## config.mk

```make
export PLATFORM = sky130hd
export DESIGN_NAME = config_spi_controller
export DESIGN_NICKNAME = d
export VERILOG_FILES = /design/src/rtl/config_spi_controller.sv
export SDC_FILE = /design/constraint.sdc
export NUM_CORES = 1
export LEC_CHECK = 0
export BUFFER_PORTS_ARGS = -buffer_cell sky130_fd_sc_hd__buf_2
export CAP_MARGIN = 25
export CORE_MARGIN = 8
export CORE_UTILIZATION = 50
export CTS_CLUSTER_DIAMETER = 200
export DETAILED_ROUTE_END_ITERATION = 10
export GPL_TIMING_DRIVEN = 0
export PLACE_DENSITY = 0.74
export SETUP_SLACK_MARGIN = 0.5
export SYNTH_ARGS = -nofsm -noshare
export SYNTH_HDL_FRONTEND = slang
export SYNTH_SLANG_ARGS = --single-unit
```

## constraint.sdc

```tcl
create_clock -name clk -period 3.4 [get_ports clk]
set_input_delay 0.34 -clock clk [delete_from_list [all_inputs] [get_ports clk]]
set_output_delay 0.34 -clock clk [all_outputs]
set_load 0.005 [all_outputs]
```

## src/rtl/config_spi_controller.sv

```systemverilog
// Replays the register list held in the 256-byte config memory as 16-bit SPI
// frames to the DAC or ADC board; read frames return a byte on the readback port.
module config_spi_controller #(
  parameter int CLK_DIV = 4
) (
  input  logic       clk,
  input  logic       reset,
  input  logic       start,
  output logic [7:0] config_read_addr,
  input  logic [7:0] config_read_data,
  output logic       spi_dac_cs,
  output logic       spi_dac_mclk,
  output logic       spi_dac_mdi,
  input  logic       spi_dac_mdo,
  output logic       spi_adc_cs,
  output logic       spi_adc_mclk,
  output logic       spi_adc_mdi,
  input  logic       spi_adc_mdo,
  output logic       busy,
  output logic       done,
  output logic [6:0] entry_count,
  output logic       readback_valid,
  output logic [6:0] readback_addr,
  output logic [7:0] readback_data
);
  localparam int CW = $clog2(2 * CLK_DIV) + 1;
  localparam logic [CW-1:0] DIV_LAST = CW'(CLK_DIV - 1);
  localparam logic [CW-1:0] GAP_LAST = CW'(2 * CLK_DIV - 1);

  typedef enum logic [3:0] {
    S_IDLE, S_FETCH_CTRL, S_FETCH_REG, S_FETCH_DATA,
    S_CS_SETUP, S_SHIFT, S_CS_HOLD, S_GAP, S_FINISH
  } state_t;

  state_t        r_state, w_next;
  logic [CW-1:0] r_cnt;
  logic          r_high;
  logic [3:0]    r_bit;
  logic [5:0]    r_idx;
  logic          r_tgt, r_rd;
  logic [6:0]    r_reg;
  logic [15:0]   r_shift;
  logic [7:0]    r_rx;
  logic [7:0]    r_addr;
  logic          r_busy, r_done;
  logic [6:0]    r_count;
  logic          r_rb_valid;
  logic [6:0]    r_rb_addr;
  logic [7:0]    r_rb_data;
  logic          w_start_ok, w_div_last, w_gap_last, w_bit_end, w_rise;
  logic          w_cs_act, w_mclk, w_mdi, w_mdo;

  // busy stays high through the done cycle, so a start coincident with done is dropped
  assign w_start_ok = start && (r_state == S_IDLE) && !r_busy;
  assign w_div_last = (r_cnt == DIV_LAST);
  assign w_gap_last = (r_cnt == GAP_LAST);
  assign w_bit_end  = (r_state == S_SHIFT) && r_high && w_div_last;
  assign w_rise     = (r_state == S_SHIFT) && r_high && (r_cnt == '0);
  assign w_mdo      = r_tgt ? spi_adc_mdo : spi_dac_mdo;

  always_ff @(posedge clk or posedge reset) begin
    if (reset) r_state <= S_IDLE;
    else       r_state <= w_next;
  end

  always_comb begin
    w_next = r_state;
    case (r_state)
      S_IDLE:       if (w_start_ok) w_next = S_FETCH_CTRL;
      S_FETCH_CTRL: w_next = config_read_data[7] ? S_FETCH_REG : S_FINISH;
      S_FETCH_REG:  w_next = S_FETCH_DATA;
      S_FETCH_DATA: w_next = S_CS_SETUP;
      S_CS_SETUP:   if (w_div_last) w_next = S_SHIFT;
      S_SHIFT:      if (w_bit_end && (r_bit == 4'd15)) w_next = S_CS_HOLD;
      S_CS_HOLD:    if (w_div_last) w_next = S_GAP;
      S_GAP:        if (w_gap_last) w_next = (r_idx == 6'd63) ? S_FINISH : S_FETCH_CTRL;
      S_FINISH:     w_next = S_IDLE;
      default:      w_next = S_IDLE;
    endcase
  end

  always_ff @(posedge clk or posedge reset) begin
    if (reset) begin
      r_cnt      <= '0;
      r_high     <= 1'b0;
      r_bit      <= '0;
      r_idx      <= '0;
      r_tgt      <= 1'b0;
      r_rd       <= 1'b0;
      r_reg      <= '0;
      r_shift    <= '0;
      r_rx       <= '0;
      r_addr     <= '0;
      r_busy     <= 1'b0;
      r_done     <= 1'b0;
      r_count    <= '0;
      r_rb_valid <= 1'b0;
      r_rb_addr  <= '0;
      r_rb_data  <= '0;
    end else begin
      r_done     <= (r_state == S_FINISH);
      r_rb_valid <= 1'b0;
      if (r_done) r_busy <= 1'b0;
      // one counter times every phase; in SHIFT it restarts at each half-bit
      if ((w_next != r_state) || ((r_state == S_SHIFT) && w_div_last)) r_cnt <= '0;
      else                                                              r_cnt <= r_cnt + 1'b1;
      case (r_state)
        S_IDLE: if (w_start_ok) begin
          r_busy  <= 1'b1;
          r_count <= '0;
          r_idx   <= '0;
          r_addr  <= '0;
        end
        S_FETCH_CTRL: begin
          r_tgt <= config_read_data[6];
          r_rd  <= config_read_data[5];
          if (config_read_data[7]) r_addr <= r_addr + 8'd1;
        end
        S_FETCH_REG: begin
          r_reg  <= config_read_data[6:0];
          r_addr <= r_addr + 8'd1;
        end
        S_FETCH_DATA: r_shift <= {r_rd, r_reg, config_read_data};
        S_SHIFT: begin
          if (w_rise) r_rx <= {r_rx[6:0], w_mdo};
          if (w_bit_end) begin
            r_high  <= 1'b0;
            r_shift <= {r_shift[14:0], 1'b0};
            r_bit   <= r_bit + 4'd1;
          end else if (w_div_last) begin
            r_high <= 1'b1;
          end
        end
        S_CS_HOLD: if (w_div_last) begin
          r_count <= r_count + 7'd1;
          if (r_rd) begin
            r_rb_valid <= 1'b1;
            r_rb_addr  <= r_reg;
            r_rb_data  <= r_rx;
          end
        end
        S_GAP: if (w_gap_last && (r_idx != 6'd63)) begin
          r_idx  <= r_idx + 6'd1;
          r_addr <= {r_idx + 6'd1, 2'b00};
        end
        default: ;
      endcase
    end
  end

  // SPI lines decode straight from state so reset forces them idle immediately
  assign w_cs_act = (r_state == S_CS_SETUP) || (r_state == S_SHIFT) || (r_state == S_CS_HOLD);
  assign w_mclk   = (r_state == S_SHIFT) && r_high;
  assign w_mdi    = ((r_state == S_CS_SETUP) || (r_state == S_SHIFT)) && r_shift[15];

  assign spi_dac_cs   = !(w_cs_act && !r_tgt);
  assign spi_dac_mclk = w_mclk && !r_tgt;
  assign spi_dac_mdi  = w_mdi && !r_tgt;
  assign spi_adc_cs   = !(w_cs_act && r_tgt);
  assign spi_adc_mclk = w_mclk && r_tgt;
  assign spi_adc_mdi  = w_mdi && r_tgt;

  assign config_read_addr = r_addr;
  assign busy             = r_busy;
  assign done             = r_done;
  assign entry_count      = r_count;
  assign readback_valid   = r_rb_valid;
  assign readback_addr    = r_rb_addr;
  assign readback_data    = r_rb_data;
endmodule

```

After elaboration in Yosys (flattened, before gate mapping)
Index checks and enable logic that the tools add are counted.
- add/sub/neg operators: 5
- reductions and logical operators: 37
- muxes and demuxes: 30
- equality and inequality tests: 19
- operator list (operator ; number):
    4-bit 2-to-1 mux ; 8
    16-bit case mux with 2 select lines ; 1
    4-bit case mux with 8 select lines ; 1
    8-bit case mux with 4 select lines ; 1
    8-bit 2-to-1 mux ; 3
    4-bit by 3-bit == test with 1-bit output (second input constant) ; 5
    16-bit 2-to-1 mux ; 1
    1-bit logical AND ; 15
    7-bit 2-to-1 mux ; 2
    7-bit case mux with 2 select lines ; 1
    4-bit by 2-bit == test with 1-bit output (second input constant) ; 3
    6-bit 2-to-1 mux ; 2
    6-bit case mux with 2 select lines ; 1
    2-bit inequality test (second input constant) ; 5
    1-bit 2-to-1 mux ; 9
    3-bit AND reduction ; 3
    4-bit by 1-bit adder with 4-bit output (second input constant) ; 2
    8-bit by 1-bit adder with 8-bit output (second input constant) ; 1
    4-bit == test (second input constant) ; 2
    4-bit zero test ; 2
    2-bit AND reduction ; 4
    2-bit nonzero test ; 4
    7-bit by 1-bit adder with 7-bit output (second input constant) ; 1
    6-bit by 1-bit adder with 6-bit output (second input constant) ; 1
    other kinds (8) ; 13
- logic and storage cells: 108
- output and inout port bits: 39
- flip-flop bits (word level): 85
- input bits: 13

Longest topological paths before layout
- word-level depth: 9
- gate-level depth with buffers: 7
- depth with buffers taken out: 6

Worst setup path after synthesis
Ideal clock, no wire load.
- kind: register to register
- from: reg r_cnt[0]
- to: reg r_rb_addr[0], in the netlist readback_addr[0]
- required time: 3275 ps
- arrival: 1748 ps
- buffers on the path: 2
- clock period less this slack: 1873 ps
- setup slack: 1527 ps
- setup time: 125 ps
- cell stages (with the launch flop): 8
- cell sequence: dfrtp_1 -> ha_1 -> nor3b_4 -> and3_1 -> buf_4 -> nand2_4 -> buf_2 -> mux2_2
- word-level cells in the longest chain between the ends: 2
- ends and longest elaborated chain (item ; RTL line ; RTL):
    start: declaration ; 36 ; logic [CW-1:0] r_cnt;
    start signal: assignment ; 106 ; else r_cnt <= r_cnt + 1'b1;
    4-bit by 2-bit == test with 1-bit output ; 55 ; assign w_div_last = (r_cnt == DIV_LAST);
    3-bit AND reduction (no line) ; n/a ;
    end signal: assignment ; 138 ; r_rb_addr <= r_reg;
    end: declaration ; 48 ; logic [6:0] r_rb_addr;
No other way between the ends.
A chain may end at the register's enable or synchronous reset.

Final worst setup path
- from: reg r_state[1]
- to: out spi_dac_mclk
- word-level cells in the longest chain between the ends: 3
- ends and longest elaborated chain (item ; RTL line ; RTL):
    start: declaration ; 35 ; state_t r_state, w_next;
    start signal: assignment ; 63 ; else r_state <= w_next;
    4-bit by 3-bit == test with 1-bit output ; 153 ; assign w_mclk = (r_state == S_SHIFT) && r_high;
    1-bit logical AND ; 153 ;
    1-bit logical AND ; 157 ; assign spi_dac_mclk = w_mclk && !r_tgt;
    end: declaration ; 12 ; output logic spi_dac_mclk,
No other way between the ends.

==> impl_metrics.py <==
metrics = {
    "status": {
        "status": "complete, no violations",
    },
    "cts": {
        "cts.reportedPaths.clkPinSlew_ns": 0.09,
        "cts_tree": "done",
        "clock-sinks": 85,
        "cts_inserted_buffers": 9,
        "cts_buffer_depth": 2,
        "insertion_delay_ns": 0.36,
        "cts_setup_buffers": 0,
        "cts_root_buffer": "clkbuf_8",
        "htreeDepth": 3,
        "cts_resized": 0,
        "cts_hold_buffers": 0,
    },
    "final_layout": {
        "finalNonFillerCells": 546,
        "multi_input_area_um2": 1820,
        "antenna_cells": 0,
        "layout_common_cells": "dfrtp_1 (85), buf_2 (59), nor2_1 (46)",
        "largest_reg_flops": 16,
        "areaGrowthSynthToFinish_pct": 14.9,
        "nFillCells": 701,
        "final_common_cell": "dfrtp_1",
        "final_area_um2": 4690,
        "seq_area_um2": 2130,
        "final_layout_size_suffix_gt1_share_pct": 27.9,
        "regMostFlops": "r_shift",
        "fin_util_pct": 58.2,
        "nets": 455,
    },
    "sta": {
        "finClkSkew_ns": 0.0129,
        "setup_viol": 0,
        "worst_pin_slew_ns": 0.517,
        "setup_ws_ns": 1.04,
        "finalCriticalPeriod_ns": 2.36,
        "slew_headroom_pct": 65.6,
        "rsz0062_at_grt": "no",
        "whs_ns": 0.0169,
        "fin_crit_sh_pct": 69.5,
        "fmaxAchievable_mhz": 423,
        "finalHoldViolations": 0,
        "maxSlewViolCount": 0,
    },
    "logic_synthesis": {
        "yosys-top-cells-area": "dfrtp_1 (52%), mux2_2 (8.3%), nor2_1 (4.2%)",
        "synth_edf_count": 0,
        "async_flop_share_pct": 100,
        "synth_ff_type": "dfrtp_1",
        "synth_seq_cells": 85,
        "synth_top_area_share_pct": 52.1,
        "syn_avg_cell_area_um2": 10.9,
        "synth_cell_type_count": 54,
        "netlist_area_um2": 4080,
        "yosysSeqAreaShare_pct": 52.1,
        "yosys_warnings": 0,
        "synth_top_area_cell": "dfrtp_1",
        "synth_cells": 373,
        "synth_fp_nets": 392,
    },
    "run": {
        "cap_viol_max_count": 0,
    },
    "global_route": {
        "grt_pass1_vias": 2859,
        "grtUsageTotal_pct": 15.5,
        "grt-ovfl-total": 0,
        "antenna_found_initial": 0,
        "grt_max_degree": 47,
        "grt_pass1_wl_um": 14200,
    },
    "drt": {
        "wl_per_cell_um": 15.6,
        "initialDrtViolationCount": 215,
        "highest_layer": "met4",
        "ant_nets": 0,
        "drt-vias-per-instance": 5.51,
        "drt_first_pass_iters": 4,
        "drc": 0,
        "wl_met2_um": 3920,
        "wl_met3_um": 401,
        "wl_met1_um": 4010,
        "routed_wl_um": 8490,
        "vias": 3009,
    },
    "floorplanning": {
        "rows": 33,
        "die_width_um": 106,
        "die_h_um": 106,
        "die_area_um2": 11300,
        "coreArea_um2": 8050,
        "initial_utilization_pct": 50.7,
        "boundaryPins": 52,
    },
    "power": {
        "ir_worst_vdd_mv": 0.274,
        "power_density_nw_per_um2": 699,
        "p_leak_uw": 0.00231,
    },
    "setup_path": {
        "cp-end-kind": "output port",
        "start_kind": "flop",
        "crit_type": "flop to output port",
        "required_ns": 3.06,
        "reg2reg_slack_ns": 1.35,
        "cp.arrival_ns": 2.02,
        "crit_fanout": 10,
    },
    "placed_design": {
        "place_ws_ns": 1.32,
        "dp_cells": 530,
        "placedInstanceArea_um2": 4500,
        "hpwlAfterDp_um": 6040,
        "place.gp.congestion": 0.907,
        "io_buffers": 51,
    },
    "worst_hold_path": {
        "hold_class": "primary input to asynchronous set/reset pin",
    },
}
cells in the mapped netlist, drive strengths merged (2+ instances only):
| master | number |
|---|---|
| o2111ai | 2 |
| a21oi | 24 |
| o31ai | 7 |
| ha | 6 |
| a21o | 3 |
| nand2b | 2 |
| nand2 | 24 |
| mux2i | 16 |
| inv | 10 |
| xor2 | 8 |
| a31oi | 3 |
| nor3b | 3 |
| and2 | 4 |
| dfrtp | 85 |
| xnor2 | 5 |
| and3 | 8 |
| nor4 | 2 |
| nand3b | 2 |
| nor2b | 5 |
| and2b | 3 |
| or3 | 4 |
| o21ai | 15 |
| nand4 | 2 |
| mux2 | 33 |
| buf | 15 |
| o221ai | 2 |
| nand3 | 15 |
| nor2 | 46 |
| nor3 | 5 |
worst paths after layout:
check | from | endpoint | cells after the start
min in group clk | config_read_data[2] | r_reg[2]$_DFFE_PP0P_ | 2
max in group asynchronous | reset | r_shift[9]$_DFFE_PP0P_ | 3
min reg2reg | r_bit[3]$_DFFE_PP0P_ | r_bit[3]$_DFFE_PP0P_ | 1
max reg2reg | r_cnt[0]$_DFF_PP0_ | readback_data[4]$_DFFE_PP0P_ | 7
max | r_state[1]$_DFF_PP0_ | spi_dac_mclk | 7
min | reset | entry_count[3]$_DFFE_PP0P_ | 2
report_power, final:
group	switching (uW)	internal (uW)	leakage, uW
logic	606	493	0.00111
registers	208	1280	0.00110
clock network	390	298	0.0000954
critical path, stage by stage (launching register included):
cell	delay [ns]
dfrtp_1	0.45
buf_2	0.22
nor3_1	0.18
buf_4	0.26
buf_4	0.24
nand2_1	0.07
nor2_1	0.11
buf_2	0.13
cell type report:
type | count | area share, %
Sequential cell | 85 | 45.4
Multi-Input combinational cell | 262 | 38.9
Timing Repair Buffer | 52 | 6.03
Clock buffer | 10 | 2.93
Tap cell | 105 | 2.80
Buffer | 16 | 1.97
Clock inverter | 6 | 1.15
Inverter | 10 | 0.854
per-layer routing:
layer	global-route usage, %	vias up
met4	8.04	0
met5	0	-
met2	23.5	85
met1	20.9	1462
li1	-	1449
met3	2.54	13
stage by stage:
step	setup TNS, ns	power (uW)
6_report	0	3280
5_1_grt	0	3500
4_1_cts	0	3300
3_5_place_dp	0	2610
3_3_place_gp	-9.52	2560
2_1_floorplan	0	2270
logic make-up (layout without fill, tap and decap cells):
family                     count (synthesis)  after routing  synth area share (%)
xor gates and xnor gates                  13             13                  2.79
AOI/OAI and AO/OA                         64             64                  10.4
adders and majority gates                  6              6                  1.84
buffers and inverters                     26             94                  3.19
and+or+nand+nor                          130            130                  16.7
muxes                                     49             49                  13.0
DFF                                       85             85                  52.1
No activity file was read; power rests on OpenSTA's default activity.
